$ cat src/rtl/mu0_core_param_if.sv
// rtl/mu0_core_param_if.sv - MU0 memory bus: Rd/Wr request held until Ack
interface mu0_core_param_if #(
   parameter int DATA_W = 16,
   parameter int ADDR_W = 12
);
   logic [ADDR_W-1:0] Address;
   logic [DATA_W-1:0] Dout;
   logic [DATA_W-1:0] Din;
   logic              Rd;
   logic              Wr;
   logic              Ack;

   modport master (output Address, Dout, Rd, Wr, input Din, Ack);
   modport slave  (input Address, Dout, Rd, Wr, output Din, Ack);
endinterface

$ cat src/rtl/mu0_core_param.sv
// rtl/mu0_core_param.sv - parameterised MU0 accumulator core (FETCH/EXEC/HALT)
module mu0_core_param #(
   parameter int DATA_W = 16,
   parameter int ADDR_W = 12
) (
   input  logic              Clk,
   input  logic              Reset,
   mu0_core_param_if.master  bus,
   output logic [3:0]        F,
   output logic [ADDR_W-1:0] PC,
   output logic [DATA_W-1:0] Acc,
   output logic              N,
   output logic              Z,
   output logic              Halted,
   output logic              Illegal
);
   typedef enum logic [1:0] {FETCH, EXEC, HALT} state_t;

   localparam logic [3:0] OP_LDA = 4'd0;
   localparam logic [3:0] OP_STA = 4'd1;
   localparam logic [3:0] OP_ADD = 4'd2;
   localparam logic [3:0] OP_SUB = 4'd3;
   localparam logic [3:0] OP_JMP = 4'd4;
   localparam logic [3:0] OP_JGE = 4'd5;
   localparam logic [3:0] OP_JNE = 4'd6;
   localparam logic [3:0] OP_STP = 4'd7;

   state_t            state_q, state_nxt;
   logic [DATA_W-1:0] ir_q, ir_nxt;
   logic [DATA_W-1:0] acc_q, acc_nxt;
   logic [ADDR_W-1:0] pc_q, pc_nxt;
   logic              illegal_q, illegal_nxt;
   logic              rd, wr;
   logic [3:0]        op;
   logic [ADDR_W-1:0] s;
   logic              mem_op;

   assign op     = ir_q[DATA_W-1 -: 4];
   assign s      = ir_q[ADDR_W-1:0];
   assign mem_op = (state_q == EXEC) &&
                   (op == OP_LDA || op == OP_STA || op == OP_ADD || op == OP_SUB);

   always_ff @(posedge Clk or posedge Reset) begin
      if (Reset) begin
         state_q   <= FETCH;
         ir_q      <= '0;
         acc_q     <= '0;
         pc_q      <= '0;
         illegal_q <= 1'b0;
      end else begin
         state_q   <= state_nxt;
         ir_q      <= ir_nxt;
         acc_q     <= acc_nxt;
         pc_q      <= pc_nxt;
         illegal_q <= illegal_nxt;
      end
   end

   always_comb begin
      state_nxt   = state_q;
      ir_nxt      = ir_q;
      acc_nxt     = acc_q;
      pc_nxt      = pc_q;
      illegal_nxt = illegal_q;
      rd          = 1'b0;
      wr          = 1'b0;
      case (state_q)
         FETCH: begin
            rd = 1'b1;
            if (bus.Ack) begin
               ir_nxt    = bus.Din;
               pc_nxt    = pc_q + ADDR_W'(1);
               state_nxt = EXEC;
            end
         end
         EXEC: begin
            case (op)
               OP_LDA, OP_ADD, OP_SUB: begin
                  rd = 1'b1;
                  if (bus.Ack) begin
                     if (op == OP_LDA)      acc_nxt = bus.Din;
                     else if (op == OP_ADD) acc_nxt = acc_q + bus.Din;
                     else                   acc_nxt = acc_q - bus.Din;
                     state_nxt = FETCH;
                  end
               end
               OP_STA: begin
                  wr = 1'b1;
                  if (bus.Ack) state_nxt = FETCH;
               end
               OP_JMP: begin
                  pc_nxt    = s;
                  state_nxt = FETCH;
               end
               OP_JGE: begin
                  if (!acc_q[DATA_W-1]) pc_nxt = s;
                  state_nxt = FETCH;
               end
               OP_JNE: begin
                  if (acc_q != '0) pc_nxt = s;
                  state_nxt = FETCH;
               end
               OP_STP: state_nxt = HALT;
               default: begin
                  illegal_nxt = 1'b1;
                  state_nxt   = HALT;
               end
            endcase
         end
         HALT:    state_nxt = HALT;
         default: state_nxt = FETCH;
      endcase
   end

   // Requests are gated by Reset so an in-flight access drops without waiting for a clock.
   assign bus.Rd      = rd & ~Reset;
   assign bus.Wr      = wr & ~Reset;
   assign bus.Address = mem_op ? s : pc_q;
   assign bus.Dout    = acc_q;

   assign F       = op;
   assign PC      = pc_q;
   assign Acc     = acc_q;
   assign N       = acc_q[DATA_W-1];
   assign Z       = (acc_q == '0);
   assign Halted  = (state_q == HALT);
   assign Illegal = illegal_q;
endmodule

$ cat src/flat_wrapper.sv
// flat-port wrapper written by rule: the top's interface ports become plain ports
module mu0_core_param_flat 
#(
   parameter int DATA_W = 16,
   parameter int ADDR_W = 12
)
  (Clk, Reset, F, PC, Acc, N, Z, Halted, Illegal, bus_Address, bus_Dout, bus_Rd, bus_Wr, bus_Din, bus_Ack);
  mu0_core_param_if #(.DATA_W(DATA_W), .ADDR_W(ADDR_W)) bus_i ();
  input  logic Clk;
  input  logic Reset;
  output logic [3:0] F;
  output logic [ADDR_W-1:0] PC;
  output logic [DATA_W-1:0] Acc;
  output logic N;
  output logic Z;
  output logic Halted;
  output logic Illegal;
  output wire logic [$bits(bus_i.Address)-1:0] bus_Address;
  output wire logic [$bits(bus_i.Dout)-1:0] bus_Dout;
  output wire logic [$bits(bus_i.Rd)-1:0] bus_Rd;
  output wire logic [$bits(bus_i.Wr)-1:0] bus_Wr;
  input wire logic [$bits(bus_i.Din)-1:0] bus_Din;
  input wire logic [$bits(bus_i.Ack)-1:0] bus_Ack;
  assign bus_Address = bus_i.Address;
  assign bus_Dout = bus_i.Dout;
  assign bus_Rd = bus_i.Rd;
  assign bus_Wr = bus_i.Wr;
  assign bus_i.Din = bus_Din;
  assign bus_i.Ack = bus_Ack;
  mu0_core_param #(.DATA_W(DATA_W), .ADDR_W(ADDR_W)) u_core (.Clk(Clk), .Reset(Reset), .bus(bus_i), .F(F), .PC(PC), .Acc(Acc), .N(N), .Z(Z), .Halted(Halted), .Illegal(Illegal));
endmodule
$ cat config.mk
export PLATFORM = sky130hd
export DESIGN_NAME = mu0_core_param_flat
export DESIGN_NICKNAME = d
export VERILOG_FILES = /design/src/rtl/mu0_core_param_if.sv /design/src/rtl/mu0_core_param.sv /design/src/flat_wrapper.sv
export SDC_FILE = /design/constraint.sdc
export NUM_CORES = 1
export LEC_CHECK = 0
export ABC_AREA = 1
export CELL_PAD_IN_SITES_DETAIL_PLACEMENT = 1
export CELL_PAD_IN_SITES_GLOBAL_PLACEMENT = 1
export CORE_MARGIN = 2
export CORE_UTILIZATION = 37
export CTS_BUF_LIST = sky130_fd_sc_hd__clkbuf_8
export DETAILED_ROUTE_END_ITERATION = 10
export GPL_TIMING_DRIVEN = 0
export PLACE_DENSITY = 0.84
export SETUP_SLACK_MARGIN = 0.02
export SYNTH_ARGS = -nofsm -noshare
export SYNTH_HDL_FRONTEND = slang
export SYNTH_SLANG_ARGS = --single-unit
$ cat constraint.sdc
create_clock -name Clk -period 3.57 [get_ports Clk]
set_clock_uncertainty 0.1 [all_clocks]
set_input_delay 0.8925 -clock Clk [delete_from_list [all_inputs] [get_ports Clk]]
set_output_delay 0.8925 -clock Clk [all_outputs]
set_load 0.01 [all_outputs]
* Word level (Yosys, flattened, before mapping)
Index checks and enable logic that the tools add are counted.
** Word-level totals
- Flip-flop bits (word level) :: 47
- Bits of input ports :: 19
- Output and inout port bits :: 66
- Logic and storage cells :: 60
** Operators by class
- $add $sub $neg :: 3
- Bitwise operators :: 4
- Eq/ne operators :: 14
- Mux-type cells :: 16
- Reduce and logical (&&, ||, !) cells :: 18
** Operator list (count)
- $mux W12 :: 4
- $pmux W12 S3 :: 1
- $mux W16 :: 2
- $pmux W12 S2 :: 1
- $add A16 B16 Y16 :: 1
- $eq A4 B3 Y1 const B :: 4
- $logic_not A16 Y1 :: 1
- $reduce_bool A16 Y1 :: 1
- $sub A16 B16 Y16 :: 1
- $add A12 B1 Y12 const B :: 1
- $ne A3 B3 Y1 const B :: 3
- $eq A4 B2 Y1 const B :: 2
- $reduce_or A8 Y1 :: 1
- $pmux W2 S3 :: 1
- $reduce_and A2 Y1 :: 3
- $reduce_or A3 Y1 :: 2
- $reduce_and A5 Y1 :: 1
- $eq A4 B1 Y1 const B :: 1
- $logic_not A4 Y1 :: 1
- $mux W2 :: 2
- $ne A4 B4 Y1 const B :: 1
- $pmux W2 S2 :: 1
- $reduce_or A4 Y1 :: 1
- $logic_or A1 B1 Y1 :: 3
- other kinds (11) :: 15

* Depth between registers and ports, before layout
Gate-level depths: netlist of run 1.
- Word-level depth :: 6
- Mapped depth :: 23
- Gate-level depth less buffers :: 23

* Worst setup path before layout of run 1
OpenSTA, ideal clock, no wires.
- Kind :: input-to-output
- Start point :: input Reset
- End point :: output bus_Rd
- Required time :: 2578 ps
- Arrival :: 2169 ps
- Setup slack :: 409 ps
- Cell stages on the path :: 2
- Buffers on the path :: 0
- Cell sequence :: inv_1 > o21a_1
** Between the ends
- Word-level cells in the longest chain between the ends :: 2
** Ends and longest elaborated chain
- start: declaration :: RTL line flat_wrapper.sv:10 : input logic Reset;
- $not A1 Y1 :: RTL line mu0_core_param.sv:116 : assign bus.Rd = rd & ~Reset;
- $and A1 B1 Y1 :: RTL line mu0_core_param.sv:116
- end: declaration :: RTL line flat_wrapper.sv:20 : output wire logic [$bits(bus_i.Rd)-1:0] bus_Rd;
Every way passes these cells.

* Worst setup path in the final report of run 1
- Start point :: register u_core.state_q[0]
- End point :: output bus_Address[7]
** Between the ends
- Word-level cells in the longest chain between the ends :: 3
** Ends and longest elaborated chain
- start: declaration :: RTL line mu0_core_param.sv:28 : state_t state_q, state_nxt;
- start signal: assignment :: RTL line mu0_core_param.sv:51 : state_q <= state_nxt;
- $eq A2 B1 Y1 :: RTL line mu0_core_param.sv:40 : assign mem_op = (state_q == EXEC) &&
- $logic_and A1 B1 Y1 :: RTL line mu0_core_param.sv:40
- $mux W12 :: RTL line mu0_core_param.sv:118 : assign bus.Address = mem_op ? s : pc_q;
- end: declaration :: RTL line flat_wrapper.sv:18 : output wire logic [$bits(bus_i.Address)-1:0] bus_Address;
Every way passes these cells.

==> results of run 1 <==
## kinds of logic after synthesis
kind of cell,synth area share [%]
adder cells (fa/ha/maj),7.123
AND/OR/NAND/NOR,29.22
AO/OA/AOI/OAI,15.66
buffers and inverters,13.74
flip-flops,29.63
XOR/XNOR,4.633
## how the worst min path moves through the flow
stage,depth (start not counted),from,end,slack [ps]
after global routing,2,u_core.Illegal,u_core.Illegal,410
after global placement,2,u_core.Illegal,u_core.Illegal,340
after CTS,2,u_core.Illegal,u_core.Illegal,380
final,2,u_core.Illegal,u_core.Illegal,370
after detailed placement,2,u_core.Illegal,u_core.Illegal,360
after floorplan,2,u_core.ir_q[0],u_core.ir_q[0],350
## placed cells by master, fill, tap and decap left out, types with 2 or more instances in the layout
master,n
buf_4,31
a21oi_2,8
nand2_1,166
o211ai_2,2
buf_6,3
nor3_2,2
clkinv_4,3
clkdlybuf4s50_1,79
ha_2,2
ha_1,19
clkbuf_1,6
nor2_1,40
xor2_1,19
buf_2,3
nand3_1,29
dfrtp_1,47
nand2_4,2
clkbuf_8,5
or2_2,2
o21ai_0,44
o21ai_1,9
nor4_1,2
nand2_2,5
nor2_2,9
nand3_2,3
o21a_1,2
a22oi_1,2
inv_2,9
o21ai_2,3
a21oi_1,35
dlymetal6s2s_1,4
nor3_1,3
inv_1,67
nand3b_1,3
nand4_1,6
## critical path, stage by stage, from the launching register on
cell and delay, ps:
dfrtp_1 440, nand2_2 160, clkinv_4 120, nand2_4 150, clkbuf_1 400, nand2_1 110, o21ai_0 130, clkdlybuf4s50_1 580
## layer usage
metal	up-vias	share of wire (%)	GRT usage, %	routed length, um
met4	0	2.3	7.509	314
met1	2076	42	29.34	5819
met3	19	3.8	3.571	525
li1	2063	-	-	-
met2	86	52	45.10	7284
met5	-	0	0	0
## stage by stage
step           worst slack (ps)  cells
5_1_grt                  -3.335    825
3_5_place_dp             -366.8    810
6_report                  165.6    825
3_3_place_gp              -1104    809
2_1_floorplan             408.9    589
4_1_cts                   7.708    822
## final cells by class
type	instances	area, sq um	area share [%]
multi-input cells	428	2315	44.12
flip-flops and latches	47	1176	22.42
repair buffers	93	925.9	17.65
inverters	78	302.8	5.772
plain buffers	35	244.0	4.651
well taps	136	170.2	3.243
clock buffers	5	68.82	1.312
clock inverters	3	43.79	0.8347
## registers in the layout, summed over array words and instances (netlist names)
name and count:
u_core.Acc 16, u_core.ir_q 16, u_core.PC 12, u_core.state_q 2, u_core.Illegal 1
## power by group through the flow
stage | Clock (mW) | Sequential [mW] | Combinational (mW)
finish | 0.427 | 1.11 | 3.41
global route | 0.452 | 1.16 | 3.79
CTS | 0.434 | 1.11 | 3.37
detailed placement | 0 | 1.12 | 3.31
global placement | 0 | 1.10 | 3.18
floorplan | 0 | 1.08 | 2.00
## what timing repair did
item | CTS | global route
cloned | 0 | 0
setup buffers | 4 | 4
gates resized for setup | 11 | 23
pin swaps | 7 | 10
hold buffers | 0 | 0
setup endpoints to repair | 4 | 9
==> out/results.tsv, run 1 <==
stage	metric	value	unit
status	status	complete, no violations	
finish	layout filler cell count	1372	
grt	vias in the first global route	4542	
yosys	Ys Warns	0	
finish	Ant. Diodes	0	
cts	clk_lat worst skew	320	ps
timing	Worst Max-Slew Pin Slew	859.2	ps
routing	Routed WL	13940	um
grt	first-pass GRT wire length	22260	um
pwr	Logic pwr share	68.9	%
pwr	Internal Dissipation	2.513	mW
yosys	distinct cell type count after synthesis	41	
pwr	Leakage	2.642	nW
pwr	Clock Power Share	8.6	%
timing	shortest period the worst path allows	3404	ps
min_path	Worst Hold Class	flop to flop	
yosys	Synth Cell Area	0.003970	sq mm
placement	hpwl dp	10980	um
pwr	switch share	49.13	%
cts	# clock sinks	47	
timing	endpoints failing hold	0	
grt	largest net degree at the start of global routing	33	
die	Die Width	107.6	um
cts	CTS root buffer	clkbuf_8	
pwr	VDD IR max	381.3	uV
routing	Via density	5.144	
die	IO Pins	85	
routing	DR DRC count	0	
cts	CTS tree	done	
placement	Buffers on Ports	84	
placement	Routability Congestion	0.8947	
critical_path	crit start category	flop	
grt	Overflow after GRT	0	
die	floorplan core area	0.01037	sq mm
die	die area	0.01157	sq mm
timing	fin crit share	95.36	%
timing	Slew HR	42.19	%
yosys	largest area contributor in the netlist	dfrtp_1	
die	Std-Cell Rows	37	
finish	Layout Cell Area excl Fill	0.005246	sq mm
yosys	count leader, synth	nand2_1	
critical_path	Crit Reg-Reg Endpoint	u_core.Acc[10]	
timing	Final Max Tran Viols	0	
critical_path	critical-path maximum fanout	10	
routing	Via Count	4244	
yosys	FFs w/ async S/R, synth	100.0	%
critical_path	worst reg2reg setup slack	560	ps
routing	routed length per instance	16.90	um
critical_path	kind of critical path	flop to output pin	
yosys	Mapped Avg Cell Area	6.740	sq um
pwr	Reg power frac	22.4	%
finish	Area growth, synth to finish	32.15	%
routing	first-pass iteration count of the detailed router	4	
critical_path	Reg-to-Reg Start	u_core.ir_q[15]	
placement	post-placement cell area	0.005001	sq mm
critical_path	Worst EP required	2580	ps
finish	layout cell share with drive strength beyond 1	14.37	%
yosys	Synth Net Count	630	
critical_path	crit path to	bus_Address[7]	
yosys	Post-synth EDFFs	0	
critical_path	Crit. Startpoint	u_core.state_q[0]	
yosys	sequential fraction of the synthesis area	29.62	%
cts	H-tree level count	2	
die	Die Y-Extent	107.6	um
finish	Final Util	50.59	%
timing	final setup vio count	0	
critical_path	Worst Reg-to-Reg Cells	16	
yosys	Post-synth top cells	nand2_1 (169), inv_1 (72), nor2_1 (48)	
pwr	power per cell area	941.5	mW/mm^2
timing	Setup Total Neg Slack	0	ps
routing	Routed Antenna Nets	0	
pwr	P_sw	2.427	mW
pwr	Final Power	4.939	mW
grt	initial antenna violation count	0	
critical_path	crit path capture type	output pin	
cts	register clock-pin slew on the reported worst setup and hold paths	100	ps
yosys	synth top area cells	dfrtp_1 (30%), nand2_1 (16%), inv_1 (6.8%)	
yosys	Synth Instances	589	
routing	DR iter-0 viols	205	
die	Initial Util	38.28	%
timing	maximum clock frequency	293.7	MHz
cts	CTS Buf Count	5	
grt	All-Layer GR Usage	24.56	%
cts	clock buffer depth	2	
yosys	Main synth FF type	dfrtp_1	
finish	nets@finish	729	
critical_path	Worst Path Arrival	2410	ps
yosys	Yosys top cell area share	29.62	%
flow_run	max-cap viol count	0	
yosys	Yosys reg bits	47	
timing	WHS	372.3	ps
(Power assumes the default switching activity.)
==> run 2, diff against run 1 <==
--- a/config.mk
+++ b/config.mk
@@ -6,6 +6,7 @@
 export NUM_CORES = 1
 export LEC_CHECK = 0
 export ABC_AREA = 1
+export CAP_MARGIN = 10
 export CELL_PAD_IN_SITES_DETAIL_PLACEMENT = 1
 export CELL_PAD_IN_SITES_GLOBAL_PLACEMENT = 1
 export CORE_MARGIN = 2
==> results of run 2 <==
Same layout as run 1: the final DEF is identical, and so are final timing and power.
==> run 3, diff against run 2 <==
--- a/config.mk
+++ b/config.mk
@@ -9,10 +9,10 @@
 export CAP_MARGIN = 10
 export CELL_PAD_IN_SITES_DETAIL_PLACEMENT = 1
 export CELL_PAD_IN_SITES_GLOBAL_PLACEMENT = 1
-export CORE_MARGIN = 2
 export CORE_UTILIZATION = 37
 export CTS_BUF_LIST = sky130_fd_sc_hd__clkbuf_8
 export DETAILED_ROUTE_END_ITERATION = 10
+export GPL_ROUTABILITY_DRIVEN = 0
 export GPL_TIMING_DRIVEN = 0
 export PLACE_DENSITY = 0.84
 export SETUP_SLACK_MARGIN = 0.02
==> constraint.sdc (replaced) <==
create_clock -name Clk -period 3.5 [get_ports Clk]
set_clock_uncertainty 0.1 [all_clocks]
set_input_delay 0.875 -clock Clk [delete_from_list [all_inputs] [get_ports Clk]]
set_output_delay 0.875 -clock Clk [all_outputs]
set_load 0.01 [all_outputs]
==> out/results.tsv, run 3 (synthesis results as in run 1) <==
stage	metric	value	unit	change
status	status	complete, no violations		
cts	H-tree level count	2		unchanged
routing	Routed WL	13520	um	-3.0%
critical_path	crit path max-delay cell type	clkdlybuf4s50_1		
finish	Ant. Diodes	0		unchanged
grt	vias in the first global route	4394		-3.3%
min_path	Worst Hold Class	flop to flop		
timing	shortest period the worst path allows	3352	ps	
critical_path	Worst Reg-to-Reg Cells	16		unchanged
critical_path	kind of critical path	flop to output pin		
routing	Routed Antenna Nets	0		unchanged
cts	# clock sinks	47		unchanged
grt	Overflow after GRT	0		unchanged
cts	CTS root buffer	clkbuf_8		
placement	Place WS	-496.4	ps	-129.7 ps
critical_path	Reg-to-Reg Start	u_core.ir_q[15]		
placement	Buffers on Ports	84		unchanged
critical_path	max incr delay on CP	580	ps	about the same
timing	final setup vio count	0		unchanged
routing	DR DRC count	0		unchanged
die	Initial Util	38.28	%	unchanged
placement	Post-Place Cells	810		unchanged
cts	CTS Buf Count	5		unchanged
die	floorplan core area	0.01037	sq mm	unchanged
routing	DR iter-0 viols	138		-33%
routing	Via density	5.184		+0.77%
timing	Worst Max-Slew Pin Slew	861.9	ps	+2.666 ps
finish	fin cells	826		+0.12%
critical_path	Worst EP required	2520	ps	-60 ps
grt	largest net degree at the start of global routing	33		unchanged
finish	nets@finish	730		+0.14%
cts	register clock-pin slew on the reported worst setup and hold paths	100	ps	about the same
critical_path	crit start category	flop		
die	Die Width	105.6	um	-1.9%
min_path	Hold Path Cell Cnt	2		unchanged
finish	commonest non-fill, non-tap cell in the layout	nand2_1		
critical_path	critical-path maximum fanout	10		unchanged
finish	layout cell share with drive strength beyond 1	14.20	%	-0.17 points
pwr	Leakage	2.628	nW	-0.54%
timing	Slew HR	42.01	%	-0.18 points
pwr	VDD IR max	420.1	uV	+10%
finish	most frequent cells in the layout	nand2_1 (165), clkdlybuf4s50_1 (80), inv_1 (67)		
die	IO Pins	85		unchanged
routing	Via Count	4282		+0.90%
flow_run	max-cap viol count	0		unchanged
critical_path	critical-path cell list	nand2_2, clkinv_4, nand2_4, clkbuf_1, nand2_1, o21ai_0, clkdlybuf4s50_1		
cts	clock buffer depth	2		unchanged
die	Die Y-Extent	105.6	um	-1.9%
finish	Area growth, synth to finish	32.46	%	
cts	CTS tree	done		
timing	maximum clock frequency	298.4	MHz	
critical_path	worst reg2reg setup slack	530	ps	-30 ps
die	die area	0.01115	sq mm	-3.7%
pwr	power per cell area	956.7	mW/mm^2	+1.6%
routing	first-pass iteration count of the detailed router	4		unchanged
critical_path	Worst Path Arrival	2380	ps	-30 ps
timing	Final Max Tran Viols	0		unchanged
timing	endpoints failing hold	0		unchanged
grt	All-Layer GR Usage	24.56	%	about the same
critical_path	crit path capture type	output pin		
routing	routed length per instance	16.37	um	-3.1%
timing	Final Worst Setup Slack	148.3	ps	-17.25 ps
timing	fin crit share	95.76	%	
placement	hpwl dp	10650	um	-3.0%
grt	initial antenna violation count	0		unchanged
die	Std-Cell Rows	37		unchanged
critical_path	Crit Reg-Reg Endpoint	u_core.Acc[10]		
min_path	min-delay src	u_core.Illegal		
min_path	Hold Path Sink	u_core.Illegal		
cts	clk_lat worst skew	310	ps	about the same
grt	first-pass GRT wire length	21570	um	-3.1%
timing	unrepaired setup endpoints after global routing	true		
[run 3: cell count changes in the layout (fill, tap and decap cells not counted), moves of 2 or more]
cell | before | now
a21oi_1 | 35 | 33
a21oi_2 | 8 | 10
dlygate4sd2_1 | 0 | 2
dlymetal6s2s_1 | 4 | 2
nor2_1 | 40 | 44
nor2_2 | 9 | 5
[run 3: stage by stage]
step           cell area (sq um)  TNS, ps  util [%]  power, mW  hold WS [ps]
6_report                    5259        0     50.71      5.031         371.8
5_1_grt                     5259   -63.28     50.71      5.460         400.2
4_1_cts                     5172        0     49.88      4.954         379.4
3_5_place_dp                5001    -2570     48.23      4.505         353.1
3_3_place_gp                4981    -2858     48.03      4.362         345.3
2_1_floorplan               3970        0         -      3.145         353.0
[run 3: power by group]
part | internal [mW] | switching, mW
clock network | 0.162 | 0.220
logic | 1.59 | 1.92
registers | 0.790 | 0.346
total | 2.54 | 2.49
[run 3: final cells by class]
| type | instances | area, sq um |
|---|---|---|
| buffer | 35 | 244.0 |
| clock buffer | 6 | 82.58 |
| clock inverter | 2 | 16.27 |
| fill | 1373 | 5111 |
| inverter | 78 | 302.8 |
| multi-input combinational | 428 | 2328 |
| sequential | 47 | 1176 |
| tap | 136 | 170.2 |
| timing repair buffer | 94 | 938.4 |
[run 3: what timing repair did]
item | in CTS | in global routing
gates resized for setup | 15 | 15
setup buffers | 4 | 5
hold buffers | 0 | 0
endpoints found under the setup margin | 6 | 8
endpoints found under the hold margin | 0 | 0
pin swaps | 4 | 11
[run 3: per-layer routing]
layer / track usage [%] / wire length, um
met5: 0 / 0
met1: 29.11 / 5702
met2: 46.19 / 6952
met3: 2.536 / 510
met4: 7.639 / 358
[run 3: worst max path at each step]
stage / startpoint / end / slack, ps / cells past startpoint
5_1_grt: bus_Din[0] / u_core.Acc[15] / -50 / 22
6_report: u_core.state_q[0] / bus_Address[7] / 150 / 7
3_5_place_dp: bus_Din[0] / u_core.Acc[13] / -500 / 20
3_3_place_gp: Reset / bus_Rd / -1110 / 4
2_1_floorplan: Reset / bus_Rd / 370 / 2
4_1_cts: bus_Din[2] / u_core.Acc[13] / 80 / 18
[run 3: critical path, delay by kind of cell (launching register included)]
family / cells / cell delay (ps)
compound gates: 1 / 120
simple gates: 3 / 400
buf+inv: 3 / 1110
flops: 1 / 440
